[config.mk]
export PLATFORM = sky130hd
export DESIGN_NAME = usb_send_arb
export DESIGN_NICKNAME = d
export VERILOG_FILES = /design/src/rtl/usb_send_arb.sv
export SDC_FILE = /design/constraint.sdc
export NUM_CORES = 1
export LEC_CHECK = 0
export ABC_AREA = 1
export BUFFER_PORTS_ARGS = -buffer_cell sky130_fd_sc_hd__buf_2
export CORE_MARGIN = 2
export CORE_UTILIZATION = 46
export DETAILED_ROUTE_END_ITERATION = 6
export HOLD_SLACK_MARGIN = 0.15
export PLACE_DENSITY = 0.77
export SYNTH_ARGS = -nofsm -noshare
export SYNTH_HDL_FRONTEND = slang
export SYNTH_SLANG_ARGS = --single-unit
[constraint.sdc]
create_clock -name clk -period 2.4 [get_ports clk]
set_input_delay 0.24 -clock clk [delete_from_list [all_inputs] [get_ports clk]]
set_output_delay 0.24 -clock clk [all_outputs]
set_load 0.05 [all_outputs]
[src/rtl/usb_send_arb.sv]
// Round-robin arbiter letting NUM four-phase requesters share one com send path.
// Optional watchdog on the SEND phase is enabled by defining ARB_TIMEOUT_EN.
module usb_send_arb #(
  parameter int          NUM = 8,
  parameter logic [15:0] TMO = 16'd50000
) (
  input  logic                    clk,
  input  logic                    rst,
  input  logic [NUM-1:0]          fs_req,
  output logic [NUM-1:0]          fd_req,
  input  logic [4*NUM-1:0]        req_btype,
  output logic                    fs_send,
  input  logic                    fd_send,
  output logic [3:0]              send_btype,
  output logic [$clog2(NUM)-1:0]  grant_idx,
  output logic                    busy,
  output logic                    tmo_err
);

  localparam int IW = $clog2(NUM);

  // Valid/ready contract: every channel and the send path use a four-phase
  // level handshake (fs up, fd up, fs down, fd down); no new fs while fd is high.

  typedef enum logic [2:0] {
    IDLE = 3'd0,
    LOCK = 3'd1,
    SEND = 3'd2,
    ACK  = 3'd3,
    REL  = 3'd4
  } state_t;

  state_t          state;
  state_t          next_state;
  logic [IW-1:0]   ptr;
  logic [IW-1:0]   sel_idx;
  logic [IW-1:0]   pick_idx;
  logic [IW-1:0]   cand;
  logic            found;
  logic            tmo_hit;

  if (TMO == 16'd0) begin : g_tmo_chk
    $error("usb_send_arb: TMO must be nonzero");
  end

  // First requesting channel at or after ptr, wrapping around.
  always_comb begin
    pick_idx = ptr;
    cand     = '0;
    found    = 1'b0;
    for (int k = 0; k < NUM; k++) begin
      cand = ptr + IW'(k);
      if (!found && fs_req[cand]) begin
        pick_idx = cand;
        found    = 1'b1;
      end
    end
  end

  always_comb begin
    next_state = state;
    case (state)
      IDLE: if (|fs_req) next_state = LOCK;
      LOCK: next_state = SEND;
      SEND: begin
        if (fd_send)      next_state = ACK;
        else if (tmo_hit) next_state = IDLE;
      end
      ACK:  if (!fd_send && !fs_req[grant_idx]) next_state = REL;
      REL:  next_state = IDLE;
      default: next_state = IDLE;
    endcase
  end

  always_ff @(posedge clk) begin
    if (rst) begin
      state      <= IDLE;
      ptr        <= '0;
      sel_idx    <= '0;
      grant_idx  <= '0;
      send_btype <= '0;
    end else begin
      state <= next_state;
      if (state == IDLE && (|fs_req)) sel_idx <= pick_idx;
      // Channel and block type are frozen here until the next LOCK.
      if (state == LOCK) begin
        grant_idx  <= sel_idx;
        send_btype <= req_btype[4*sel_idx +: 4];
      end
      if (state == REL || tmo_hit) ptr <= grant_idx + IW'(1);
    end
  end

  assign fs_send = (state == SEND);
  assign busy    = (state != IDLE);

  always_comb begin
    fd_req = '0;
    if (state == ACK) fd_req[grant_idx] = 1'b1;
  end

`ifdef ARB_TIMEOUT_EN
  logic [15:0] wd_cnt;
  logic        tmo_q;

  // Counter is held at zero outside SEND, so it starts fresh on every entry.
  assign tmo_hit = (state == SEND) && !fd_send && (wd_cnt == TMO - 16'd1);

  always_ff @(posedge clk) begin
    if (rst) begin
      wd_cnt <= '0;
      tmo_q  <= 1'b0;
    end else begin
      tmo_q <= tmo_hit;
      if (state != SEND) wd_cnt <= '0;
      else               wd_cnt <= wd_cnt + 16'd1;
    end
  end

  assign tmo_err = tmo_q;
`else
  assign tmo_hit = 1'b0;
  assign tmo_err = 1'b0;
`endif

endmodule

==> results of run 1 <==
[registers in the layout (all words and copies together) (netlist names)]
signal,count
send_btype,4
grant_idx,3
ptr,3
sel_idx,3
state,3
[synth_stat cells (2+ instances only)]
cell | n | share of area
inv_1 | 37 | 0.077
nor4_1 | 2 | 0.0069
xnor2_1 | 3 | 0.015
a211oi_1 | 2 | 0.0083
ha_1 | 3 | 0.021
nand2_2 | 2 | 0.0069
dfxtp_1 | 16 | 0.18
a21oi_1 | 11 | 0.031
buf_4 | 3 | 0.013
clkbuf_1 | 4 | 0.0083
xor2_1 | 2 | 0.0097
inv_2 | 4 | 0.0083
nor3_1 | 3 | 0.0083
nand3_2 | 2 | 0.011
nand2_1 | 84 | 0.18
o21ai_0 | 24 | 0.067
a21oi_2 | 2 | 0.0097
nor2_1 | 45 | 0.094
o21ai_1 | 3 | 0.0083
a31oi_1 | 3 | 0.010
nand3_1 | 36 | 0.10
o22ai_1 | 8 | 0.028
[kinds of logic after synthesis]
kind of cell / count (synthesis)
simple gates: 182
xor+xnor: 7
compound gates: 56
flops: 16
buf+inv: 52
fa+ha+maj: 3
other cells: 1
[critical path, delay by kind of cell, from the launching register on]
kind            cells  cell delay, ps
compound gates      1              50
xor+xnor            1             290
fa+ha+maj           1             170
buf+inv             3             310
flops               1             370
simple gates       11             900
[report_power, final]
part / switching (W) / leakage (nW) / total (W) / internal [W]
Combinational: 0.000382 / 1.03 / 0.000562 / 0.000179
Sequential: 0.0000359 / 0.132 / 0.000336 / 0.000300
Clock: 0.0000876 / 0.0288 / 0.000233 / 0.000145
[placed cells by master (no fill, tap or decap), types with 6 or more instances in the layout]
master	instances
nand3_1	36
o21ai_0	24
nor2_1	45
buf_4	6
o22ai_1	8
inv_1	37
buf_2	59
nand2_1	84
a21oi_1	11
dfxtp_1	15
[path summary, 6_finish.rpt]
path	end	slack, ps	depth (start not counted)	start
worst min register to register	state[1]$_SDFFE_PP0P_	500	2	state[1]$_SDFFE_PP0P_
worst max-delay path	sel_idx[2]$_SDFFE_PP0P_	220	17	ptr[1]$_SDFFE_PP0N_
worst min-delay path	sel_idx[1]$_SDFFE_PP0P_	270	2	rst
worst max register to register	sel_idx[2]$_SDFFE_PP0P_	220	17	ptr[1]$_SDFFE_PP0N_
[per-stage QoR]
step / power (W) / utilization
4_1_cts: 0.001133 / 0.5926
3_5_place_dp: 0.0008953 / 0.5778
6_report: 0.001130 / 0.5983
3_3_place_gp: 0.0008882 / 0.5778
5_1_grt: 0.001222 / 0.5983
2_1_floorplan: 0.0007556 / -
[repair_timing]
item                       CTS  global route
hold buffers                 0             0
setup buffers                0             0
gates resized for setup      0             4
setup endpoints to repair    0             3
[metal layers]
metal  vias up  wire, µm  part of all wire
li1       1144         -                 -
met1       961      2209              0.46
met2        63      2331              0.48
met3         6       227             0.047
met4         0        51             0.011
met5         -         0                 0
[cell type report]
type	count	area [µm²]
Clock buffer	4	55.05
Timing Repair Buffer	65	340.3
Inverter	43	163.9
Multi-Input combinational cell	249	1282
Fill cell	383	1493
Sequential cell	16	321.6
Tap cell	48	60.06
==> summary.md, run 1 <==
| Metric | Value |
|---|---|
| Fmax | `458.3 MHz` |
| CTS Buf Count | `3` |
| GRT Overall Usage | `0.2292` |
| # nets final | `424` |
| Ys async rst share | `0` |
| H-tree levels | `1` |
| Sequential area share after synthesis | `0.1779` |
| Clock Pin Slew Worst Setup and Hold Paths | `60 ps` |
| Slew Limit Fails | `0` |
| Worst EP required | `2540 ps` |
| Final clock skew | `1.601 ps` |
| Die area | `4430 µm²` |
| Num ports | `61` |
| Place WS | `105.9 ps` |
| Die Width | `66.56 µm` |
| Crit-path max cell delay | `370 ps` |
| Endpoints failing setup | `0` |
| Congestion Overflow GR | `0` |
| Synthesized flop and latch total | `16` |
| Post-Synthesis Cells | `317` |
| Crit-path cells | `inv_2 -> ha_4 -> xnor2_1 -> inv_2 -> nand2_1 -> nand2_1 -> nand3b_2 -> inv_1 -> nand2_1 -> nand2_1 -> nand2_1 -> nand2_1 -> nand2_1 -> nand2_1 -> nand2_1 -> nand2_1 -> a21oi_2` |
| Area Overhead vs Synth | `23.49%` |
| Adder-cell area share of the yosys netlist | `0.02085` |
| Via count | `2174` |
| Slowest-stage cell, CP | `dfxtp_1` |
| DP Area | `2147 µm²` |
| Met2 Use GR | `0.3925` |
| Initial core utilization | `0.4845` |
| Synth Cell Area | `1800 µm²` |
| Share of cells above drive strength 1 | `0.2440` |
| Mux cell area share after synthesis | `0` |
| Crit-path max FO | `8` |
| Clk_lat worst skew | `240 ps` |
| Synth Area in Simple Gates | `0.4545` |
| Finished Cell Area | `2223 µm²` |
| Core ar. | `3716 µm²` |
| Tightest Hold Check Type | `primary input to flop` |
| 1st-iter DRT viols | `125` |
| Leak | `1.195 nW` |
| CTS Root Cell | `clkbuf_8` |
| Status | `finished clean` |
| Final Non-Filler Cells | `425` |
| Placed Instances | `421` |
| Fin. Hold Viols | `0` |
| Synth Area in XOR/XNOR | `0.04864` |
| WHS | `269.0 ps` |
| Syn Area/Cell | `5.680 µm²` |
| Critical Path Source Type | `flop` |
| DRC Markers | `0` |
| Max_cap viols | `0` |
| Wire length per cell | `11.34 µm` |
| DP HPWL | `3892 µm` |
| CTS tree | `built` |
| Vias per cell | `5.115` |
| Ys Warns | `0` |
| Post-synthesis compound-gate area fraction | `0.1751` |
| Period utilization | `0.9091` |
| Ys flop type | `dfxtp_1` |
| Setup CP Type | `flop to flop` |
| CP most frequent cell | `nand2_1` |
| Final setup margin | `218.2 ps` |
| Met1 usage | `0.3059` |
| # rows | `22` |
| DRT Pass-1 Iters | `4` |
| Die Y-Extent | `66.56 µm` |
| Post-synth EDFFs | `0` |
| Fin Setup TNS | `0 ps` |
| Largest net degree at the start of global routing | `19` |
| Largest family of logic cells by synthesized area | `simple AND/OR/NAND/NOR gates` |
| Initial antenna violation count | `0` |
| RSZ-0062 raised after global routing | `no` |
| Post-synth net total | `363` |
| Total Wirelength | `4818 µm` |
| I/O Buffers | `59` |
| Vias in the first global route | `1932` |
| CP Capture Type | `flop` |
| VDD IR max | `509.3 µV` |
| Most used routing layer | `met2` |
| Crit path DAT | `2320 ps` |
| GR Util met3 | `0.02703` |
| Synth unique cells | `40` |
| GP Congestion | `0.9582` |
| CTS sink count | `16` |
| First-pass GRT wire length | `8169 µm` |
| Power per cell area | `508.3 nW/µm²` |
| N_diodes | `0` |
| Crit path time final | `2182 ps` |
| Clk buf depth | `2` |
| Antenna violation net count after detailed routing | `0` |
Note: power is estimated with default switching activity, not from simulation.
==> run 2: changes to the inputs <==
==> config.mk (replaced) <==
export PLATFORM = sky130hd
export DESIGN_NAME = usb_send_arb
export DESIGN_NICKNAME = d
export VERILOG_FILES = /design/src/rtl/usb_send_arb.sv
export SDC_FILE = /design/constraint.sdc
export NUM_CORES = 1
export LEC_CHECK = 0
export BUFFER_PORTS_ARGS = -buffer_cell sky130_fd_sc_hd__buf_2
export CORE_MARGIN = 2
export CORE_UTILIZATION = 48
export DETAILED_ROUTE_END_ITERATION = 6
export HOLD_SLACK_MARGIN = 0.15
export PLACE_DENSITY = 0.78
export SETUP_SLACK_MARGIN = 0.4
export SYNTH_ARGS = -nofsm -noshare
export SYNTH_HDL_FRONTEND = slang
export SYNTH_SLANG_ARGS = --single-unit
==> run 2 against run 1 <==
The run now ends with negative setup slack left; die area is 8.8% higher; register-to-register slack got worse by 490 ps; clock power hardly changed; final cell count is 17% lower; power increased by 1.5%; global-route usage grew 0.72 points; flip-flop and latch count did not move; synthesized area increased by 14%; wire length increased by 21%; core utilization grew 8.6 points; hold slack better by 83 ps.
==> summary.md, run 2 <==
| Metric | Value |
|---|---|
| DRT Pass-1 Iters | `4 (unchanged)` |
| Met2 WL post-DR | `3033 µm (+30%)` |
| Clk buf depth | `2 (unchanged)` |
| Share of the synthesized area in the top cell type | `0.2083 (+0.03038)` |
| Met3 WL | `288 µm (+27%)` |
| First-pass GRT wire length | `9563 µm (+17%)` |
| Hold_sp | `rst` |
| Clk_lat worst skew | `250 ps (about the same)` |
| Place WS | `-239.0 ps (-344.9 ps)` |
| Max_cap viols | `0 (unchanged)` |
| Hold depth | `2 (unchanged)` |
| Fmax | `374.5 MHz (-18%)` |
| Max FFs per register | `4 (unchanged)` |
| Setup CP Type | `flop to flop` |
| Max Used Layer | `met4` |
| Failing checks | `negative setup slack` |
| H-tree levels | `1 (unchanged)` |
| CTS tree | `built` |
| DRC Markers | `0 (unchanged)` |
| Worst Reg2Reg Path Length in Cells | `9 (-8)` |
| Pwr Total | `0.001147 W (+1.5%)` |
| Post-synth EDFFs | `0 (unchanged)` |
| # rows | `23 (+4.5%)` |
| Slowest-stage cell, CP | `mux4_1` |
| Commonest cells after routing, fill and taps aside | `buf_2, buf_4, nor2_1` |
| Core ar. | `4058 µm² (+9.2%)` |
| Final Non-Filler Cells | `353 (-17%)` |
| Vias in the first global route | `2073 (+7.3%)` |
| Ys async rst share | `0 (unchanged)` |
| Die area | `4819 µm² (+8.8%)` |
| GP Congestion | `0.9719 (+1.4%)` |
| Syn Area/Cell | `8.971 µm² (+58%)` |
| Synth cell count leaders | `nor2_1, mux4_2, dfxtp_1, clkbuf_1, mux2i_1` |
| Most common cell after layout, fill and taps aside | `buf_2` |
| Total Wirelength | `5821 µm (+21%)` |
| CP bufs+invs | `2 (-1)` |
| Power per cell area | `413.2 nW/µm² (-19%)` |
| RSZ-0062 raised after global routing | `yes` |
| Ys flop type | `dfxtp_1` |
| Crit-path max FO | `5 (-3)` |
| CP Capture Type | `flop` |
| Delay-heaviest family, CP | `multiplexers` |
| Leak | `1.115 nW (-6.7%)` |
| CTS sink count | `16 (unchanged)` |
| Final setup margin | `-270.5 ps (-488.8 ps)` |
| Share of cells above drive strength 1 | `0.4950 (+0.2510)` |
| Post-Route M1 WL | `2463 µm (+11%)` |
| Post-synth top area cell | `mux4_2` |
| Ys Warns | `0 (unchanged)` |
| Area Overhead vs Synth | `35.14%` |
| CTS Root Cell | `clkbuf_8` |
| Status | `finished with violations` |
| Crit-path max cell delay | `590 ps (+220 ps)` |
| Fin Setup TNS | `-758.9 ps (-758.9 ps)` |
| Sequential area share after synthesis | `0.1559 (-0.02199)` |
| Critical Path Source Type | `flop` |
| Period utilization | `1.113 (+0.2037)` |
| Reg2reg start | `ptr[1]$_SDFFE_PP0N_` |
| Die Y-Extent | `69.42 µm (+4.3%)` |
| Worst EP required | `2530 ps (about the same)` |
| Final clock skew | `2.949 ps (+1.348 ps)` |
| Synthesized flop and latch total | `16 (unchanged)` |
| Post-Synthesis Cells | `229 (-28%)` |
| Synth Cell Area | `2054 µm² (+14%)` |
| Largest Register | `send_btype` |
| Initial antenna violation count | `0 (unchanged)` |
| Die Width | `69.42 µm (+4.3%)` |
| 1st-iter DRT viols | `144 (+15%)` |
| Slew Limit Fails | `0 (unchanged)` |
| CTS Buf Count | `3 (unchanged)` |
| Num ports | `61 (unchanged)` |
| Congestion Overflow GR | `0 (unchanged)` |
| Antenna violation net count after detailed routing | `0 (unchanged)` |
| Via count | `2117 (-2.6%)` |
| Placed Instances | `343 (-19%)` |
| DP HPWL | `4402 µm (+13%)` |
| # nets final | `350 (-17%)` |
| Crit path DAT | `2800 ps (+480 ps)` |
| Synth unique cells | `59 (+48%)` |
| R2R Setup Slk | `-270 ps (-490 ps)` |
| N_diodes | `0 (unchanged)` |
| Endpoints failing setup | `3 (+3)` |
| Vias per cell | `5.997 (+17%)` |
| VDD IR max | `538.9 µV (+5.8%)` |
| I/O Buffers | `59 (unchanged)` |
| Wire length per cell | `16.49 µm (+45%)` |
| Largest net degree at the start of global routing | `18 (-1)` |
| Fin. Hold Viols | `0 (unchanged)` |
| Hold Path Sink | `grant_idx[2]$_SDFFE_PP0P_` |
| GRT Overall Usage | `0.2364 (+0.007212)` |
| Tightest Hold Check Type | `primary input to flop` |
| Clock Pin Slew Worst Setup and Hold Paths | `60 ps (about the same)` |
| Crit-path cells | `inv_6 -> ha_4 -> buf_6 -> mux4_1 -> mux2i_4 -> mux2_2 -> nand4_1 -> o41ai_2 -> o21ai_1` |
| Crit path time final | `2671 ps (+488.8 ps)` |
| Most frequent cell after synthesis | `nor2_1` |
| Worst rel slew slack | `0.5844` |
| RR Endpoint | `sel_idx[2]$_SDFFE_PP0P_` |
| Initial core utilization | `0.5063 (+0.02181)` |
| Worst-Margin Slew | `622.0 ps` |
| Synth top area cells | `mux4_2, dfxtp_1, mux2i_1, nor2_1, mux4_1` |
| Post-synth net total | `275 (-24%)` |
-- run 2: metrics by stage --
step / hold slack, ps / cell area [µm²] / utilization
4_1_cts: 340.8 / 2701 / 0.6657
3_3_place_gp: 483.2 / 2565 / 0.6321
3_5_place_dp: 491.2 / 2565 / 0.6321
2_1_floorplan: 519.5 / 2128 / -
5_1_grt: 356.2 / 2776 / 0.6842
6_report: 352.1 / 2776 / 0.6842
-- run 2: worst max path at each step --
stage	start	to	slack [ps]	depth (start not counted)
after CTS	ptr[1]$_SDFFE_PP0N_	sel_idx[2]$_SDFFE_PP0P_	-240	9
after global placement	ptr[1]$_SDFFE_PP0N_	sel_idx[2]$_SDFFE_PP0P_	-230	8
after global routing	ptr[1]$_SDFFE_PP0N_	sel_idx[0]$_SDFFE_PP0P_	-330	11
final	ptr[1]$_SDFFE_PP0N_	sel_idx[2]$_SDFFE_PP0P_	-270	9
after floorplan	ptr[1]$_SDFFE_PP0N_	sel_idx[2]$_SDFFE_PP0P_	-400	12
after detailed placement	ptr[1]$_SDFFE_PP0N_	sel_idx[2]$_SDFFE_PP0P_	-240	8
-- run 2: report_power, final --
group          internal, W  switching [W]
combinational     0.000260       0.000314
clock             0.000145      0.0000880
sequential        0.000294      0.0000466
total             0.000699       0.000448
-- run 2: cell families after synthesis --
| group | Yosys count | share of synthesized area |
|---|---|---|
| multiplexers | 44 | 0.3709 |
| other | 1 | 0.001825 |
| AO/OA/AOI/OAI | 46 | 0.1590 |
| AND/OR/NAND/NOR | 82 | 0.2052 |
| flip-flops | 16 | 0.1559 |
| adder cells (fa/ha/maj) | 3 | 0.01827 |
| XOR/XNOR | 5 | 0.02132 |
| buffers and inverters | 32 | 0.06760 |
-- run 2: repair_timing --
item | CTS | global route
pin swaps | 5 | 5
gates resized for setup | 10 | 12
hold buffers | 0 | 0
endpoints found under the setup margin | 3 | 5
gates cloned | 0 | 0
buffers inserted | 4 | 2
-- run 2: worst reg2reg max path, stage by stage, from the launching register on --
cell	delay, ps
dfxtp_4	370
inv_6	30
ha_4	270
buf_6	120
mux4_1	590
mux2i_4	250
mux2_2	220
nand4_1	230
o41ai_2	380
o21ai_1	100
-- run 2: cell type report --
cell class                 instances  area, µm²
tap                               50      62.56
multi-input combinational        181       1719
clock buffer                       4      55.05
fill                             302       1281
timing repair buffer              94      574.3
sequential                        16      330.3
inverter                           8      35.03
-- run 2: layer usage --
metal | GRT usage | vias up
li1 | - | 1022
met1 | 0.3134 | 1009
met2 | 0.4135 | 80
met3 | 0.03198 | 6
met4 | 0.04575 | 0
met5 | 0 | -
==> run 3: changes to the inputs <==
--- a/config.mk
+++ b/config.mk
@@ -6,7 +6,6 @@
 export NUM_CORES = 1
 export LEC_CHECK = 0
 export BUFFER_PORTS_ARGS = -buffer_cell sky130_fd_sc_hd__buf_2
-export CORE_MARGIN = 2
 export CORE_UTILIZATION = 48
 export DETAILED_ROUTE_END_ITERATION = 6
 export HOLD_SLACK_MARGIN = 0.15
==> run 3 against run 2 <==
The flow still finishes with violations (negative setup slack); hold slack improved by 1.6 ps; non-clock buffer count increased by 3; sequential share of layout area decreased by 0.096 points; core utilization increased by 0.55 points; setup slack got worse by 36 ps; flip-flop and latch count unchanged; power increased by 1.2%; highest routed layer unchanged.
==> summary.md, run 3 (synthesis gave the netlist of run 2 again) <==
| Metric | Value |
|---|---|
| Worst rel slew slack | `0.5893 (+0.004899)` |
| Clk pwr share | `0.208 (+0.005)` |
| Delay-heaviest family, CP | `multiplexers` |
| Power per cell area | `414.9 nW/µm² (+0.41%)` |
| GRT Overall Usage | `0.2844 (+0.04795)` |
| Share of power burned in registers | `0.295 (-0.002)` |
| Crit-path max cell delay | `540 ps (-50 ps)` |
| GP Congestion | `0.9172 (-5.6%)` |
| Slowest-stage cell, CP | `mux4_2` |
| VDD IR max | `486.2 µV (-9.8%)` |
| Period utilization | `1.128 (+0.01487)` |
| 1st-iter DRT viols | `160 (+11%)` |
| H-tree levels | `1 (unchanged)` |
| Max_cap viols | `0 (unchanged)` |
| R2R Setup Slk | `-310 ps (-40 ps)` |
| Leak | `1.133 nW (+1.6%)` |
| Fin. Hold Viols | `0 (unchanged)` |
| Tightest Hold Check Type | `primary input to flop` |
| CP bufs+invs | `2 (unchanged)` |
| Final setup margin | `-306.2 ps (-35.68 ps)` |
| Endpoints failing setup | `3 (unchanged)` |
| First-pass GRT wire length | `9839 µm (+2.9%)` |
| Most common cell after layout, fill and taps aside | `buf_2` |
| Wire length per cell | `17.06 µm (+3.5%)` |
| Clk_lat worst skew | `250 ps (about the same)` |
| Largest Register | `send_btype` |
| I/O Buffers | `59 (unchanged)` |
| WHS | `353.7 ps (+1.610 ps)` |
| Via count | `2210 (+4.4%)` |
| Core ar. | `4058 µm² (unchanged)` |
| Slew Limit Fails | `0 (unchanged)` |
| Critical Path Source Type | `flop` |
| DRC Markers | `0 (unchanged)` |
| Vias in the first global route | `2040 (-1.6%)` |
| Setup CP Type | `flop to flop` |
| Congestion Overflow GR | `0 (unchanged)` |
| Net Sw Frac | `0.3960 (+0.005105)` |
| Crit path time final | `2706 ps (+35.68 ps)` |
| Area Overhead vs Synth | `36.24%` |
| CTS Buf Count | `3 (unchanged)` |
| Max FFs per register | `4 (unchanged)` |
| Worst EP required | `2540 ps (about the same)` |
| Combinational cell fraction of total power | `0.497 (-0.003)` |
| # rows | `23 (unchanged)` |
| Vias per cell | `6.208 (+3.5%)` |
| # nets final | `353 (+0.86%)` |
| Fin Setup TNS | `-870.1 ps (-111.3 ps)` |
| Initial core utilization | `0.5063 (unchanged)` |
| CP Capture Type | `flop` |
| Largest net degree at the start of global routing | `19 (+1)` |
| P_int | `0.0007015 W (+0.38%)` |
| Antenna violation net count after detailed routing | `0 (unchanged)` |
| Status | `finished with violations` |
| CTS tree | `built` |
| NetSw | `0.0004598 W (+2.5%)` |
| Worst-Margin Slew | `614.7 ps (-7.334 ps)` |
| CTS Root Cell | `clkbuf_8` |
| Final clock skew | `1.050 ps (-1.900 ps)` |
| Pwr Total | `0.001161 W (+1.2%)` |
| N_diodes | `0 (unchanged)` |
| DRT Pass-1 Iters | `4 (unchanged)` |
| Clock Pin Slew Worst Setup and Hold Paths | `60 ps (about the same)` |
| Fmax | `369.5 MHz (-1.3%)` |
| CTS sink count | `16 (unchanged)` |
| Commonest cells after routing, fill and taps aside | `buf_2, buf_4, nor2_1` |
| DP Area | `2557 µm² (-0.29%)` |
| Crit path DAT | `2840 ps (+40 ps)` |
| Share of cells above drive strength 1 | `0.5065 (+0.01149)` |
| Die Y-Extent | `67.42 µm (-2.9%)` |
| Finished Cell Area | `2799 µm² (+0.81%)` |
| Crit-path cells | `inv_6 -> ha_4 -> buf_6 -> mux2_4 -> mux4_2 -> a31oi_4 -> nand4_1 -> o41ai_2 -> o21ai_1` |
| Total Wirelength | `6075 µm (+4.4%)` |
| Failing checks | `negative setup slack` |
| Clk buf depth | `2 (unchanged)` |
| Num ports | `61 (unchanged)` |
| Post-layout util | `0.6898 (+0.005550)` |
| Initial antenna violation count | `0 (unchanged)` |
| Crit-path max FO | `4 (-1)` |
| Die area | `4545 µm² (-5.7%)` |
| DP HPWL | `4265 µm (-3.1%)` |
| Die Width | `67.42 µm (-2.9%)` |
| RSZ-0062 raised after global routing | `yes` |
run 3: routing by layer:
metal | global-route usage | routed length, µm
met4 | 0.08511 | 76
met5 | 0 | 0
met2 | 0.4725 | 3161
met1 | 0.3814 | 2504
met3 | 0.04054 | 332
run 3: cell type report:
cell class | count | area (µm²)
clock buffer | 4 | 55.05
tap | 50 | 62.56
inverter | 8 | 35.03
multi-input combinational | 181 | 1724
fill | 319 | 1259
timing repair buffer | 97 | 591.8
sequential | 16 | 330.3
run 3: power groups by stage:
stage                     clock, W  sequential [W]  combinational, W
after floorplan                  0        0.000369          0.000357
after global placement           0        0.000349          0.000516
after detailed placement         0        0.000349          0.000524
after CTS                 0.000241        0.000344          0.000547
after global routing      0.000254        0.000351          0.000617
final                     0.000241        0.000342          0.000577
run 3: worst paths after layout:
path,startpoint,to,cells past startpoint
max,ptr[1]$_SDFFE_PP0N_,sel_idx[2]$_SDFFE_PP0P_,9
max reg2reg,ptr[1]$_SDFFE_PP0N_,sel_idx[2]$_SDFFE_PP0P_,9
min,rst,grant_idx[0]$_SDFFE_PP0P_,2
min reg2reg,send_btype[2]$_SDFFE_PP0P_,send_btype[2]$_SDFFE_PP0P_,2
run 3: through the flow:
stage          worst slack [ps]  std cells
6_report                 -306.2        356
5_1_grt                  -402.1        356
4_1_cts                  -243.4        353
3_5_place_dp             -314.8        342
3_3_place_gp             -213.9        342
2_1_floorplan            -397.0        229
run 3: what timing repair did:
item | in CTS | in global routing
endpoints found under the setup margin | 3 | 5
pin swaps | 7 | 6
setup buffers | 7 | 3
gates resized for setup | 14 | 13
hold buffers | 0 | 0
